===== src/rtl/axil_mem_arbiter.sv =====
// Round-robin arbiter that serializes held wen/ren requests from several AXIL-to-memory
// bridges onto one held-enable memory port, with a per-access timeout.
module axil_mem_arbiter #(
  parameter int num_clients_p    = 2,
  parameter int mem_addr_width_p = 8,   // no meaningful default; override at instantiation
  parameter int timeout_p        = 64
) (
  input  logic                                      clk_i,
  input  logic                                      reset_i,
  input  logic [num_clients_p*mem_addr_width_p-1:0] addr_i,
  input  logic [num_clients_p*32-1:0]               wdata_i,
  input  logic [num_clients_p-1:0]                  wen_i,
  input  logic [num_clients_p-1:0]                  ren_i,
  output logic [num_clients_p-1:0]                  done_o,
  output logic [31:0]                               rdata_o,
  output logic                                      timeout_o,
  output logic [mem_addr_width_p-1:0]               mem_addr_o,
  output logic [31:0]                               mem_wdata_o,
  output logic                                      mem_wen_o,
  output logic                                      mem_ren_o,
  input  logic [31:0]                               mem_rdata_i,
  input  logic                                      mem_done_i
);

  localparam int idx_w = $clog2(num_clients_p);
  localparam int cnt_w = (timeout_p > 0) ? $clog2(timeout_p + 1) : 1;
  localparam logic [cnt_w-1:0] cnt_last = cnt_w'((timeout_p > 0) ? timeout_p - 1 : 0);
  localparam logic [cnt_w-1:0] cnt_max  = '1;

  typedef enum logic [1:0] {IDLE, BUSY, RESP} state_t;

  state_t                      state;
  logic [idx_w-1:0]            last_r;
  logic [cnt_w-1:0]            cnt;
  logic                        to_flag;

  logic [num_clients_p-1:0]    req;
  logic                        grant_found;
  logic [idx_w-1:0]            grant_idx;
  logic [mem_addr_width_p-1:0] sel_addr;
  logic [31:0]                 sel_wdata;
  logic                        sel_wen;

  assign req = wen_i | ren_i;

  // Search starts one past the last winner so every requester is reached within one rotation.
  always_comb begin
    int               j;
    logic [idx_w-1:0] cand;
    // NOTE: every always_comb output gets a default first so no path can infer a latch.
    grant_found = 1'b0;
    grant_idx   = '0;
    j           = 0;
    cand        = '0;
    for (int k = 1; k <= num_clients_p; k++) begin
      j = int'(last_r) + k;
      if (j >= num_clients_p) j = j - num_clients_p;
      cand = idx_w'(j);
      if (!grant_found && req[cand]) begin
        grant_found = 1'b1;
        grant_idx   = cand;
      end
    end
  end

  always_comb begin
    sel_addr  = '0;
    sel_wdata = '0;
    sel_wen   = 1'b0;
    for (int i = 0; i < num_clients_p; i++) begin
      if (grant_idx == idx_w'(i)) begin
        sel_addr  = addr_i[i*mem_addr_width_p +: mem_addr_width_p];
        sel_wdata = wdata_i[i*32 +: 32];
        sel_wen   = wen_i[i];
      end
    end
  end

  // NOTE: all state below uses non-blocking assignments so every register samples pre-edge values.
  always_ff @(posedge clk_i) begin
    if (reset_i) begin
      state       <= IDLE;
      last_r      <= idx_w'(num_clients_p - 1);
      cnt         <= '0;
      to_flag     <= 1'b0;
      rdata_o     <= '0;
      mem_addr_o  <= '0;
      mem_wdata_o <= '0;
      mem_wen_o   <= 1'b0;
      mem_ren_o   <= 1'b0;
    end else begin
      case (state)
        IDLE: begin
          if (grant_found) begin
            // Write wins when a client raises both enables; the enables then hold the op.
            last_r      <= grant_idx;
            mem_addr_o  <= sel_addr;
            mem_wdata_o <= sel_wdata;
            mem_wen_o   <= sel_wen;
            mem_ren_o   <= !sel_wen;
            cnt         <= '0;
            to_flag     <= 1'b0;
            state       <= BUSY;
          end
        end
        BUSY: begin
          if (mem_done_i) begin
            if (mem_ren_o) rdata_o <= mem_rdata_i;
            mem_wen_o <= 1'b0;
            mem_ren_o <= 1'b0;
            state     <= RESP;
          end else if (timeout_p != 0 && cnt == cnt_last) begin
            to_flag   <= 1'b1;
            if (mem_ren_o) rdata_o <= 32'hdead_beef;
            mem_wen_o <= 1'b0;
            mem_ren_o <= 1'b0;
            state     <= RESP;
          end else if (cnt != cnt_max) begin
            cnt <= cnt + 1'b1;
          end
        end
        RESP:    state <= IDLE;
        default: state <= IDLE;
      endcase
    end
  end

  always_comb begin
    done_o = '0;
    if (state == RESP) done_o[last_r] = 1'b1;
  end

  assign timeout_o = (state == RESP) && to_flag;

endmodule


===== config.mk =====
export PLATFORM = sky130hd
export DESIGN_NAME = axil_mem_arbiter
export DESIGN_NICKNAME = d
export VERILOG_FILES = /design/src/rtl/axil_mem_arbiter.sv
export SDC_FILE = /design/constraint.sdc
export NUM_CORES = 1
export LEC_CHECK = 0
export ABC_AREA = 1
export BUFFER_PORTS_ARGS = -buffer_cell sky130_fd_sc_hd__buf_2
export CORE_MARGIN = 4
export CORE_UTILIZATION = 49
export CTS_CLUSTER_SIZE = 30
export DETAILED_ROUTE_END_ITERATION = 10
export PLACE_DENSITY = 0.86
export RECOVER_POWER = 100
export SLEW_MARGIN = 10
export SYNTH_ARGS = -nofsm -noshare
export SYNTH_HDL_FRONTEND = slang
export SYNTH_SLANG_ARGS = --single-unit

===== constraint.sdc =====
create_clock -name clk_i -period 3.1 [get_ports clk_i]
set_clock_uncertainty 0.1 [all_clocks]
set_input_delay 0.465 -clock clk_i [delete_from_list [all_inputs] [get_ports clk_i]]
set_output_delay 0.465 -clock clk_i [all_outputs]
set_load 0.02 [all_outputs]

# --- After elaboration in Yosys (flattened, before gate mapping) ---
# Index checks and enable logic that the tools add are counted.
op_classes:
  addsub: 5
  n_lt_le_gt_ge: 6
  n_eq_ne: 12
  mux: 39
  n_bitwise: 1
  reduce_logical: 14
op_table:
  columns: ["operator", "count"]
  rows:
  - ["$mux W32", 5]
  - ["$mux W7", 4]
  - ["$mux W1", 19]
  - ["$ne A2 B2 Y1 const B", 7]
  - ["$pmux W7 S2", 1]
  - ["$mux W2", 4]
  - ["$mux W8", 1]
  - ["$reduce_and A4 Y1", 2]
  - ["$add A7 B1 Y7 const B", 1]
  - ["$eq A7 B6 Y1 const B", 1]
  - ["$ne A7 B7 Y1 const B", 1]
  - ["$lt A1 B2 Y1 const B", 3]
  - ["$pmux W1 S2", 3]
  - ["$reduce_and A5 Y1", 1]
  - ["$pmux W2 S2", 1]
  - ["$reduce_and A2 Y1", 2]
  - ["$reduce_bool A2 Y1", 2]
  - ["$add A1 B2 Y3 const B", 1]
  - ["$ge A3 B2 Y1 const B", 1]
  - ["$logic_and A1 B1 Y1", 3]
  - ["$ne A3 B3 Y1 const B", 1]
  - ["$reduce_and A3 Y1", 1]
  - ["$add A1 B1 Y2 const B", 1]
  - ["$eq A2 B1 Y1 const B", 1]
  - ["8 further kinds", 10]
word_totals:
  reg_bits: 85
  in_bits: 119
  out_inout_bits: 77
  elab_cells: 86

# --- Logic depth before layout (Yosys ltp) ---
depth:
  word_depth: 13
  depth_mapped: 10
  ltp_nobuf: 9

# --- Worst setup path before layout ---
# No wires, ideal clock.
synth_path:
  path_kind: "register to register"
  startpoint: "reg cnt[0]"
  endpoint: "reg rdata_o[0]"
  setup_time_ns: 0.058
  arrival_time_ns: 1.297
  required_ns: 2.942
  path_slack_ns: 1.644
  stages_incl_launch_ff: 11
  path_buffers: 1
  synth_period_minus_slack_ns: 1.456
  path_cell_list: "dfxtp_1 > ha_1 > inv_1 > nor2_2 > nand2_1 > nand2_2 > nand3_4 > buf_6 > nand2_1 > o211ai_1 > inv_1"
synth_between:
  elab_chain_len: 3
  word_cells_on_any_way: 4
  classes_between: "eq/ne: 2; reduce/logical: 2"
synth_rtl:
  columns: ["item", "line_no", "source"]
  rows:
  - ["start, declared", "34", "logic [cnt_w-1:0] cnt;"]
  - ["start signal, assigned", "119", "cnt <= cnt + 1'b1;"]
  - ["$eq A7 B6 Y1 (*)", "112", "end else if (timeout_p != 0 && cnt == cnt_last) begin"]
  - ["$ne A2 B2 Y1 (no line) or $reduce_bool A2 Y1 (tied branches)", null, null]
  - ["$reduce_and A4 Y1 (no line) (*)", null, null]
  - ["end signal, assigned", "108", "if (mem_ren_o) rdata_o <= mem_rdata_i;"]
  - ["end, declared", "15", "output logic [31:0] rdata_o,"]
# Mark *: on every way between the ends. The rest lies on a longest branch, timed or not.
# A chain may end at the register's enable or synchronous reset.

==> metrics.txt <==
CTS sink cnt=85; Overall Global Routing Usage=0.228; CTS tree=yes; Setup CP Type=input pin to flop; Critical R2R Launch=state[1]; Req. time, crit path=3.29 ns; H-tree levels=3; Post-Place Cells=810; type of the most critical hold path=input pin to flop; largest net degree at the start of global routing=44; Total Neg Setup Slack=0 ns; I/O pins=196; synthesized instance count=538; CTS Buffer Depth=2; slew of the pin with the lowest slew margin=1.40 ns; startpoint types=input pin; Iter 0 DRT Violations=105; vias in the first global route=3700; Hold Crit Depth=3; Worst slew margin=0.0662; Slew Limit Fails=0; CTS resizes=0; final wirelength=10.5 mm; die footprint=0.00906 mm²; CP endpoint kind=flop; final hold vios=0; max_cap viols=0; gpl congestion=0.906; Critical Path Fanout Max=42; vias per inst=4.86; Post-Syn Area per Cell=6.92 µm²; Period Utilization, post-route=0.749; Clk Latency, worst-skew pair=0.35 ns; detailed-route wire length per cell=12.7 µm; FF-to-FF setup slack=0.79 ns; Cell Count, Final, Fillers Out=826; Hold Crit Endpoint=mem_wdata_o[22]; highest clock rate=0.430 GHz; layout cells sized above 1=0.205; YS warnings=0; Pwr per Cell Area=566 mW/mm²; Root Driver=clkbuf_8; drt drc=0; First-pass DRT Iterations=4; core box area=0.00733 mm²; leakage power=2.49 nW; Worst VDD drop=0.289 mV; Die Y=95.2 µm; Die W=95.2 µm; final worst slack=0.777 ns; ANT nets after route=0; post-synth cell types=22; Initial Utilization=0.508; # Post-CTS Setup Buffers=0; WP data arrival=2.51 ns; total number of vias=4014; clock transition at the registers of the reported paths=0.09 ns; pre-CTS WS=0.845 ns; Ant. Diodes=0; Hold Crit Start=wdata_i[54]; R2R depth=7; FF+latch count, synth=85; RSZ-0062 raised after global routing=false; final setup vio count=0; Reg2Reg Capture Point=rdata_o[24]; Syn Nets=659; first-pass GRT wire length=16.4 mm; mapped cell area=0.00372 mm²; Final Net Count=843; TritonCTS Buffers=9; register area share after synthesis=0.457; hpwl dp=7.80 mm; Synth-to-Final Area Change=27.7%; cell row count=31; status=completed; post-layout min period=2.32 ns; initial antenna violation count=0; CTS Hold Bufs=0; gr ovfl total=0; Port Buffers=195
per-stage QoR:
step                      utilization  hold slack [ns]  total power (W)  cell area [µm²]
after floorplan                     -            0.333          0.00178             3720
after global placement          0.641            0.331          0.00203             4700
after detailed placement        0.641            0.335          0.00205             4700
after CTS                       0.665            0.188          0.00277             4870
after global routing            0.649            0.224          0.00286             4750
final                           0.649            0.223          0.00269             4750
where the power goes:
part	switching [W]	internal, W
clock network	0.000398	0.000315
registers	0.0000753	0.00122
logic	0.000474	0.000213
total	0.000947	0.00174
worst max-delay path by stage:
stage / from / end / cells past startpoint
floorplan: cnt[0] / rdata_o[0] / 10
global placement: reset_i / mem_wdata_o[0] / 6
detailed placement: reset_i / mem_addr_o[7] / 6
CTS: state[0] / rdata_o[17] / 6
global route: state[1] / rdata_o[8] / 7
finish: reset_i / mem_wdata_o[31] / 6
metal layers:
metal  part of all wire  vias to the layer above  track usage
li1                   -                     2037            -
met1               0.41                     1800        0.263
met2               0.47                      158        0.401
met3              0.091                       19       0.0639
met4              0.022                        0       0.0829
met5                  0                        -            0
logic make-up (layout without fill, tap and decap cells):
kind of cell	Yosys count	in the layout	synth area share
AND/OR/NAND/NOR	278	278	0.301
adder cells (fa/ha/maj)	2	2	0.00672
AO/OA/AOI/OAI	85	85	0.132
flip-flops	85	85	0.457
buffers and inverters	88	277	0.103
worst max-delay path: stages:
cell and delay [ns]:
buf_2 0.20, inv_2 0.38, nand2_1 0.91, nor2_1 0.35, o21ai_0 0.13, nand2_1 0.07
flip-flops by register name, summed over array words and instances, names as in the netlist:
signal	flops
cnt	7
last_r	1
mem_addr_o	8
mem_ren_o	1
mem_wdata_o	32
mem_wen_o	1
rdata_o	32
state	2
to_flag	1
cells in the final DEF, fill, tap and decap left out, types with 14 or more instances in the layout:
cell type | Yosys | final
nor2_1 | 101 | 103
dfxtp_1 | 85 | 85
o21ai_0 | 7 | 44
a21oi_1 | 16 | 16
buf_2 | 9 | 118
o211ai_1 | 24 | 24
inv_1 | 58 | 60
nand2_1 | 148 | 151
nand3_1 | 13 | 14
clkbuf_1 | 8 | 78
cell usage after synthesis:
library cell,n,area (µm²)
nand3_4,1,17.5
nor2_4,1,11.3
o22ai_2,1,12.5
inv_1,58,218
nand3_2,1,10.0
dfxtp_1,85,1700
clkbuf_1,8,30.0
buf_4,5,37.5
o211ai_1,24,180
o21ai_0,7,35.0
ha_1,2,25.0
or2_2,1,6.26
o21ai_1,37,185
buf_2,9,45.0
a21oi_1,16,80.1
buf_6,3,33.8
nand3_1,13,65.1
inv_2,5,18.8
nand2_1,148,556
nand2_2,7,43.8
nor2_2,5,31.3
nor2_1,101,379
layout make-up:
cell class / count / area, µm²
clock inverters: 5 / 35.0
fillers: 696 / 2580
flip-flops and latches: 85 / 1700
well taps: 99 / 124
multi-input cells: 365 / 1610
clock buffers: 11 / 141
repair buffers: 198 / 902
inverters: 63 / 236
No activity file was read; power rests on OpenSTA's default activity.
